<file path="config.mk">
export PLATFORM = sky130hd
export DESIGN_NAME = nv_ram_fifo_ctrl_80x14
export DESIGN_NICKNAME = d
export VERILOG_FILES = /design/src/rtl/nv_ram_fifo_ctrl_80x14.sv
export SDC_FILE = /design/constraint.sdc
export NUM_CORES = 1
export LEC_CHECK = 0
export ABC_AREA = 0
export BUFFER_PORTS_ARGS = -buffer_cell sky130_fd_sc_hd__buf_2
export CORE_MARGIN = 3
export CORE_UTILIZATION = 48
export CTS_CLUSTER_DIAMETER = 50
export DETAILED_ROUTE_END_ITERATION = 6
export HOLD_SLACK_MARGIN = 0.1
export PLACE_DENSITY_LB_ADDON = 0.25
export SLEW_MARGIN = 20
export SYNTH_ARGS = -nofsm -noshare
export SYNTH_HDL_FRONTEND = slang
export SYNTH_SLANG_ARGS = --single-unit
</file>
<file path="constraint.sdc">
create_clock -name nvdla_core_clk -period 3.05 [get_ports nvdla_core_clk]
set_input_delay 0 -clock nvdla_core_clk [delete_from_list [all_inputs] [get_ports nvdla_core_clk]]
set_output_delay 0 -clock nvdla_core_clk [all_outputs]
set_load 0.05 [all_outputs]
</file>
<file path="src/rtl/nv_ram_fifo_ctrl_80x14.sv">
// Valid/ready FIFO controller wrapped around the 80x14 two-port RAM. The RAM's
// two-cycle registered read is hidden behind a stallable two-stage prefetch pipeline.
module nv_ram_fifo_ctrl_80x14 #(
  parameter int DEPTH = 80,
  parameter int AW    = 7,
  parameter int DW    = 14
) (
  input  logic          nvdla_core_clk,
  input  logic          nvdla_core_rstn,
  input  logic          wr_req_pvld,
  output logic          wr_req_prdy,
  input  logic [DW-1:0] wr_req_pd,
  output logic          rd_req_pvld,
  input  logic          rd_req_prdy,
  output logic [DW-1:0] rd_req_pd,
  output logic [AW-1:0] ram_wa,
  output logic          ram_we,
  output logic [DW-1:0] ram_di,
  output logic [AW-1:0] ram_ra,
  output logic          ram_re,
  output logic          ram_ore,
  input  logic [DW-1:0] ram_dout,
  output logic [AW-1:0] fifo_count,
  output logic          fifo_idle
);
  localparam logic [AW-1:0] LAST = AW'(DEPTH - 1);
  localparam logic [AW-1:0] FULL = AW'(DEPTH);

  logic [AW-1:0] wr_ptr_q, wr_ptr_d;
  logic [AW-1:0] rd_fetch_ptr_q, rd_fetch_ptr_d;
  logic [AW-1:0] count_q, count_d;
  logic [AW-1:0] unfetched_q, unfetched_d;
  logic          s1_vld_q, s1_vld_d;
  logic          s2_vld_q, s2_vld_d;
  logic          push, pop, s1_adv, s2_adv;

  // Admission uses only the registered count; a same-cycle pop never frees a slot early.
  assign wr_req_prdy = (count_q < FULL);
  assign push        = wr_req_pvld & wr_req_prdy;
  assign pop         = s2_vld_q & rd_req_prdy;

  assign s2_adv  = !s2_vld_q | rd_req_prdy;
  assign ram_ore = s1_vld_q & s2_adv;
  assign s1_adv  = !s1_vld_q | ram_ore;
  assign ram_re  = (unfetched_q != '0) & s1_adv;

  assign ram_we      = push;
  assign ram_wa      = wr_ptr_q;
  assign ram_di      = wr_req_pd;
  assign ram_ra      = rd_fetch_ptr_q;
  assign rd_req_pvld = s2_vld_q;
  assign rd_req_pd   = ram_dout;
  assign fifo_count  = count_q;
  assign fifo_idle   = (count_q == '0) & !push;

  always_comb begin
    wr_ptr_d       = wr_ptr_q;
    rd_fetch_ptr_d = rd_fetch_ptr_q;
    count_d        = count_q;
    unfetched_d    = unfetched_q;
    s1_vld_d       = s1_vld_q;
    s2_vld_d       = s2_vld_q;

    if (push) begin
      wr_ptr_d = (wr_ptr_q == LAST) ? '0 : wr_ptr_q + 1'b1;
    end
    if (ram_re) begin
      rd_fetch_ptr_d = (rd_fetch_ptr_q == LAST) ? '0 : rd_fetch_ptr_q + 1'b1;
    end

    // Occupancy covers entries still in flight in s1/s2, which protects them from overwrite.
    if (push && !pop) begin
      count_d = count_q + 1'b1;
    end else if (!push && pop) begin
      count_d = count_q - 1'b1;
    end

    if (push && !ram_re) begin
      unfetched_d = unfetched_q + 1'b1;
    end else if (!push && ram_re) begin
      unfetched_d = unfetched_q - 1'b1;
    end

    if (ram_re) begin
      s1_vld_d = 1'b1;
    end else if (ram_ore) begin
      s1_vld_d = 1'b0;
    end

    if (ram_ore) begin
      s2_vld_d = 1'b1;
    end else if (rd_req_prdy) begin
      s2_vld_d = 1'b0;
    end
  end

  always_ff @(posedge nvdla_core_clk or negedge nvdla_core_rstn) begin
    if (!nvdla_core_rstn) begin
      wr_ptr_q       <= '0;
      rd_fetch_ptr_q <= '0;
      count_q        <= '0;
      unfetched_q    <= '0;
      s1_vld_q       <= 1'b0;
      s2_vld_q       <= 1'b0;
    end else begin
      wr_ptr_q       <= wr_ptr_d;
      rd_fetch_ptr_q <= rd_fetch_ptr_d;
      count_q        <= count_d;
      unfetched_q    <= unfetched_d;
      s1_vld_q       <= s1_vld_d;
      s2_vld_q       <= s2_vld_d;
    end
  end
endmodule
</file>
==> impl_metrics.env, run 1 <==
export IMPL_relSlewSlack_pct=53.06
export IMPL_ys_top_cells_by_area="dfrtp_1 (35%), buf_4 (9.9%), ha_1 (8.9%)"
export IMPL_swShare_pct=53.75
export IMPL_cts_made_buffers=5
export IMPL_internal_power_mw=1.432
export IMPL_finalHoldViolations=0
export IMPL_cts_root_buffer="clkbuf_8"
export IMPL_r2r_cells=10
export IMPL_setup_ws_ps=332.6
export IMPL_first_pass_iters=4
export IMPL_post_synth_top_count_cell="dfrtp_1"
export IMPL_syn_nets=268
export IMPL_clockPowerShare_pct=9.7
export IMPL_min_path_type="input port to register"
export IMPL_p_per_area_nw_per_um2=1234
export IMPL_pwr_share_seq_pct=27.1
export IMPL_status="finished clean"
export IMPL_rows=23
export IMPL_clock_skew_ps=2.815
export IMPL_area_delta_synth_final_pct=18.44
export IMPL_p_sw_mw=1.664
export IMPL_port_buffers=30
export IMPL_crit_type="register to register"
export IMPL_cts_tree="built"
export IMPL_ys_ff_latch=30
export IMPL_dp_hpwl_um=2861
export IMPL_route_vias_total=1633
export IMPL_yosysTopAreaCellShare_pct=35.46
export IMPL_wire_per_inst_um=13.80
export IMPL_fp_dieH_um=72.41
export IMPL_coreArea_um2=4115
export IMPL_avgSynthCellArea_um2=9.667
export IMPL_fin_nets=305
export IMPL_drv_slew=0
export IMPL_insertion_delay_ps=280
export IMPL_die_w_um=72.41
export IMPL_finalSetupViolations=0
export IMPL_power_leakage_nw=1.124
export IMPL_cp_startpoint="unfetched_q[3]$_DFFE_PN0P_"
export IMPL_diodes=0
export IMPL_final_layout_size_suffix_gt1_share_pct=19.14
export IMPL_io_pins=87
export IMPL_syn_inst=219
export IMPL_cts_sinks=30
export IMPL_ir_drop_uv=553.7
export IMPL_routed_via_density=5.337
export IMPL_grt_pass1_wl_um=6962
export IMPL_arrival_ps=2880
export IMPL_clock_path_buffers=2
export IMPL_endpoint="unfetched_q[6]$_DFFE_PN0P_"
export IMPL_ys_flop_type="dfrtp_1"
export IMPL_postCtsHoldBufs=30
export IMPL_max_freq_mhz=368.0
export IMPL_maxCapViolations=0
export IMPL_setup_tns_ps=0
export IMPL_grt_overflow_total=0
export IMPL_timing_rr_end="unfetched_q[6]$_DFFE_PN0P_"
export IMPL_drtIter0Drc=52
export IMPL_routed_wl_um=4224
export IMPL_crit_required_ps=3210
export IMPL_netlist_area_um2=2117
export IMPL_dp_slack_ps=310.2
export IMPL_start_kind="register"
export IMPL_min_period_ps=2717
export IMPL_clkTransAtPathRegs_ps=60
export IMPL_async_flop_share_pct=100.0
export IMPL_start_util_pct=51.44
export IMPL_first_global_vias=1531
export IMPL_drc=0
export IMPL_tightest_slew_ps=704.0
export IMPL_r2r_start="unfetched_q[3]$_DFFE_PN0P_"
export IMPL_gp_congestion=0.7668
export IMPL_crit_path_max_fanout=7
export IMPL_ant_nets=0
export IMPL_ys_top_cells_by_count="dfrtp_1 (30), buf_4 (28), nand2_1 (22)"
export IMPL_antenna_found_initial=0
export IMPL_period_share_pct=89.09
export IMPL_synth_distinct_cells=49
export IMPL_synth_largest_area_cell="dfrtp_1"
export IMPL_ys_seq_area_share_pct=35.46
export IMPL_r2r_slack_ps=330
export IMPL_synth_edf_count=0
export IMPL_track_usage_pct=16.56
export IMPL_p_comb_share_pct=63.2
export IMPL_postCtsSetupBuffers=0
export IMPL_dieArea_um2=5243
export IMPL_rsz0062_at_grt="false"
export IMPL_yosysWarnings=0
export IMPL_grt_max_degree=31
export IMPL_critPathCaptureType="register"
export IMPL_htreeDepth=2
export IMPL_cts_resized=0
logic make-up (layout without fill, tap and decap cells):
kind of cell | after synthesis | count (layout) | synth area share [%]
AOI/OAI and AO/OA | 42 | 42 | 13.71
xor gates and xnor gates | 11 | 11 | 4.551
adders and majority gates | 17 | 17 | 10.76
buffers and inverters | 41 | 78 | 12.29
DFF | 30 | 30 | 35.46
muxes | 6 | 6 | 3.132
and+or+nand+nor | 72 | 72 | 20.10
flip-flops by register name (all words and copies together) (netlist names):
register and cells:
fifo_count 7, ram_ra 7, ram_wa 7, unfetched_q 7
rd_req_pvld 1, s1_vld_q 1
worst max-delay path, stage by stage (launching register included):
cell and delay, ps:
dfrtp_1 420, nor4_4 350, nand2_1 80, nand2_1 110, ha_1 290, inv_1 170
ha_1 360, or4_1 490, o211ai_1 110, a211oi_1 80, xnor2_1 140
per-layer routing:
| metal | global-route usage [%] | routed length [um] |
|---|---|---|
| met1 | 22.01 | 1960 |
| met2 | 26.49 | 1895 |
| met3 | 3.601 | 304 |
| met4 | 6.148 | 63 |
| met5 | 0 | 0 |
layout make-up:
type / count / area [um2]
clock buffer: 5 / 68.82
clock inverter: 2 / 10.01
fill: 360 / 1608
inverter: 10 / 37.54
multi-input combinational: 148 / 1117
sequential: 30 / 753.2
tap: 50 / 62.56
timing repair buffer: 61 / 457.9
metrics by stage:
stage | power, mW | cells | hold slack [ps] | util, % | cell area [um2]
after floorplan | 2.408 | 219 | -295.6 | - | 2133
after global placement | 2.673 | 269 | 0.3409 | 51.72 | 2128
after detailed placement | 2.708 | 269 | 0.3409 | 51.72 | 2128
after CTS | 3.123 | 306 | 105.3 | 60.93 | 2507
after global routing | 3.354 | 306 | 144.2 | 60.93 | 2507
final | 3.095 | 306 | 109.0 | 60.93 | 2507
worst min-delay path by stage:
stage | start | endpoint | slack (ps) | depth (start not counted)
after global placement | wr_req_pd[1] | ram_di[1] | 0.3 | 0
after CTS | wr_req_pvld | ram_wa[6]$_DFFE_PN0P_ | 110 | 3
after floorplan | nvdla_core_rstn | fifo_count[0]$_DFFE_PN0P_ | -300 | 0
final | wr_req_pvld | ram_wa[6]$_DFFE_PN0P_ | 110 | 3
after global routing | wr_req_pvld | ram_wa[4]$_DFFE_PN0P_ | 140 | 3
after detailed placement | wr_req_pd[1] | ram_di[1] | 0.3 | 0
layout by cell type (no fill, tap or decap), types with 2 or more instances in the layout:
cell and n:
a2111oi_0 2, a211oi_1 3, a21o_1 4, a21oi_1 7, a31oi_1 2, and2_1 5, and4b_1 2, buf_2 30
clkbuf_8 5, clkinv_2 2, dfrtp_1 28, dfrtp_2 2, dlygate4sd3_1 30, fa_1 2, ha_1 15, inv_1 9
mux2i_1 4, nand2_1 22, nand2b_1 8, nand3_1 4, nand3b_1 3, nand4_1 3, nand4b_1 2, nor2_1 5
nor2b_1 3, nor4_1 3, o211ai_1 2, o21ai_0 8, o31ai_1 5, or4_1 4, xnor2_1 8, xor2_1 3
power groups by stage:
stage                     Combinational [mW]  Clock [mW]  Sequential (mW)
after floorplan                         1.15           0             1.26
after global placement                  1.83           0            0.844
after detailed placement                1.86           0            0.846
after CTS                               1.97       0.315            0.839
after global routing                    2.15       0.332            0.874
final                                   1.96       0.300            0.839
(Power assumes the default switching activity.)
==> inputs of run 2 (changes only) <==
--- a/config.mk
+++ b/config.mk
@@ -12,7 +12,8 @@
 export CTS_CLUSTER_DIAMETER = 50
 export DETAILED_ROUTE_END_ITERATION = 6
 export HOLD_SLACK_MARGIN = 0.1
-export PLACE_DENSITY_LB_ADDON = 0.25
+export PLACE_DENSITY = 0.9
+export SKIP_LAST_GASP = 1
 export SLEW_MARGIN = 20
 export SYNTH_ARGS = -nofsm -noshare
 export SYNTH_HDL_FRONTEND = slang
==> impl_metrics.env, run 2 (synthesized netlist as in run 1, its figures left out) <==
export IMPL_status="finished clean"
export IMPL_cts_made_buffers=5
export IMPL_grt_pass1_wl_um=7258
export IMPL_min_path_type="input port to register"
export IMPL_drc=0
export IMPL_grt_max_degree=31
export IMPL_busiest_layer="met2"
export IMPL_postCtsHoldBufs=30
export IMPL_wire_per_inst_um=14.38
export IMPL_ir_drop_uv=671.1
export IMPL_grt_util_met1_pct=21.30
export IMPL_crit_slowest_cell="a2111oi_0"
export IMPL_r2r_slack_ps=220
export IMPL_port_buffers=30
export IMPL_track_usage_pct=17.58
export IMPL_clockPowerShare_pct=10.7
export IMPL_cts_tree="built"
export IMPL_relSlewSlack_pct=56.56
export IMPL_htreeDepth=2
export IMPL_diodes=0
export IMPL_routed_wl_um=4415
export IMPL_arrival_ps=3000
export IMPL_grt_overflow_total=0
export IMPL_p_per_area_nw_per_um2=1257
export IMPL_area_delta_synth_final_pct=19.21
export IMPL_finalSetupViolations=0
export IMPL_dp_hpwl_um=2940
export IMPL_p_comb_share_pct=62.5
export IMPL_die_w_um=72.41
export IMPL_fin_nets=305
export IMPL_coreArea_um2=4115
export IMPL_tightest_slew_ps=651.6
export IMPL_setup_tns_ps=0
export IMPL_holdWs_ps=110.9
export IMPL_insertion_delay_ps=290
export IMPL_met2_usage_pct=29.42
export IMPL_drv_slew=0
export IMPL_antenna_found_initial=0
export IMPL_crit_path_max_fanout=7
export IMPL_swShare_pct=53.98
export IMPL_min_period_ps=2825
export IMPL_routed_via_density=5.655
export IMPL_cts_resized=0
export IMPL_io_pins=87
export IMPL_internal_power_mw=1.460
export IMPL_ff_latch_area_um2=753.2
export IMPL_first_pass_iters=4
export IMPL_finalHoldViolations=0
export IMPL_fp_dieH_um=72.41
export IMPL_clkTransAtPathRegs_ps=70
export IMPL_nFillCells=336
export IMPL_critPathMaxStageDelay_ps=460
export IMPL_rows=23
export IMPL_ant_nets=0
export IMPL_pwr_share_seq_pct=26.9
export IMPL_multiInputGateArea_um2=1117
export IMPL_critPathCaptureType="register"
export IMPL_start_kind="register"
export IMPL_postCtsSetupBuffers=0
export IMPL_maxCapViolations=0
export IMPL_grtUsageMet3_pct=4.432
export IMPL_crit_required_ps=3220
export IMPL_clock_path_buffers=2
export IMPL_crit_type="register to register"
export IMPL_cts_root_buffer="clkbuf_8"
export IMPL_rsz0062_at_grt="false"
export IMPL_gp_congestion=0.8702
export IMPL_final_layout_size_suffix_gt1_share_pct=19.46
export IMPL_route_vias_total=1736
export IMPL_crit_chain="nor4_4 -> nand2_1 -> nand2_1 -> ha_1 -> inv_1 -> ha_1 -> o21ai_0 -> a2111oi_0 -> a211oi_1 -> xnor2_1"
export IMPL_cts_sinks=30
export IMPL_p_sw_mw=1.712
export IMPL_first_global_vias=1592
export IMPL_clock_skew_ps=6.259
export IMPL_dieArea_um2=5243
export IMPL_drtIter0Drc=65
export IMPL_max_freq_mhz=354.0
export IMPL_start_util_pct=51.44
export IMPL_period_share_pct=92.62
export IMPL_power_leakage_nw=1.128
export IMPL_final_cell_mix="dlygate4sd3_1 (30), buf_2 (30), dfrtp_1 (28)"
## run 2: cell count changes in the layout (fill, tap and decap cells not counted), sizes merged
cell and change:
clkbuf +1, clkinv -1, clkinvlp +1
## run 2: path summary, 6_finish.rpt
kind,startpoint,end,depth (start not counted)
setup / recovery,unfetched_q[3]$_DFFE_PN0P_,unfetched_q[6]$_DFFE_PN0P_,10
hold / removal,wr_req_pvld,ram_wa[4]$_DFFE_PN0P_,3
setup reg to reg,unfetched_q[3]$_DFFE_PN0P_,unfetched_q[6]$_DFFE_PN0P_,10
hold reg to reg,s1_vld_q$_DFFE_PN0P_,rd_req_pvld$_DFFE_PN0P_,1
max in group asynchronous,nvdla_core_rstn,fifo_count[5]$_DFFE_PN0P_,2
min in group asynchronous,nvdla_core_rstn,fifo_count[2]$_DFFE_PN0P_,2
## run 2: through the flow
stage | cell area, um2 | setup slack (ps) | utilization [%] | power [mW] | instances
2_1_floorplan | 2133 | 67.08 | - | 2.408 | 219
3_3_place_gp | 2128 | 403.9 | 51.72 | 2.644 | 269
3_5_place_dp | 2128 | 303.4 | 51.72 | 2.713 | 269
4_1_cts | 2524 | 286.3 | 61.33 | 3.175 | 307
5_1_grt | 2524 | 8.072 | 61.33 | 3.426 | 307
6_report | 2524 | 225.0 | 61.33 | 3.172 | 307
## run 2: layout make-up
cell class | instances | area share (%)
Inverter | 10 | 1.487
Tap cell | 50 | 2.479
Clock inverter | 2 | 0.4958
Timing Repair Buffer | 61 | 18.15
Sequential cell | 30 | 29.85
Clock buffer | 6 | 3.272
Multi-Input combinational cell | 148 | 44.27
## run 2: power groups by stage
| stage | Sequential, mW | Clock, mW | Combinational (mW) |
|---|---|---|---|
| after floorplan | 1.26 | 0 | 1.15 |
| after global placement | 0.837 | 0 | 1.81 |
| after detailed placement | 0.852 | 0 | 1.86 |
| after CTS | 0.847 | 0.346 | 1.98 |
| after global routing | 0.886 | 0.365 | 2.17 |
| final | 0.852 | 0.338 | 1.98 |
## run 2: critical path, delay by kind of cell (launching register included)
family	cells	cell delay, ps
AOI/OAI and AO/OA	3	700
adders and majority gates	2	680
and+or+nand+nor	3	580
DFF	1	420
buffers and inverters	1	180
xor gates and xnor gates	1	140
## run 2: layer usage
layer	vias to the layer above	routed length, um
li1	832	-
met1	826	1891
met2	73	2140
met3	5	312
met4	0	72
met5	-	0
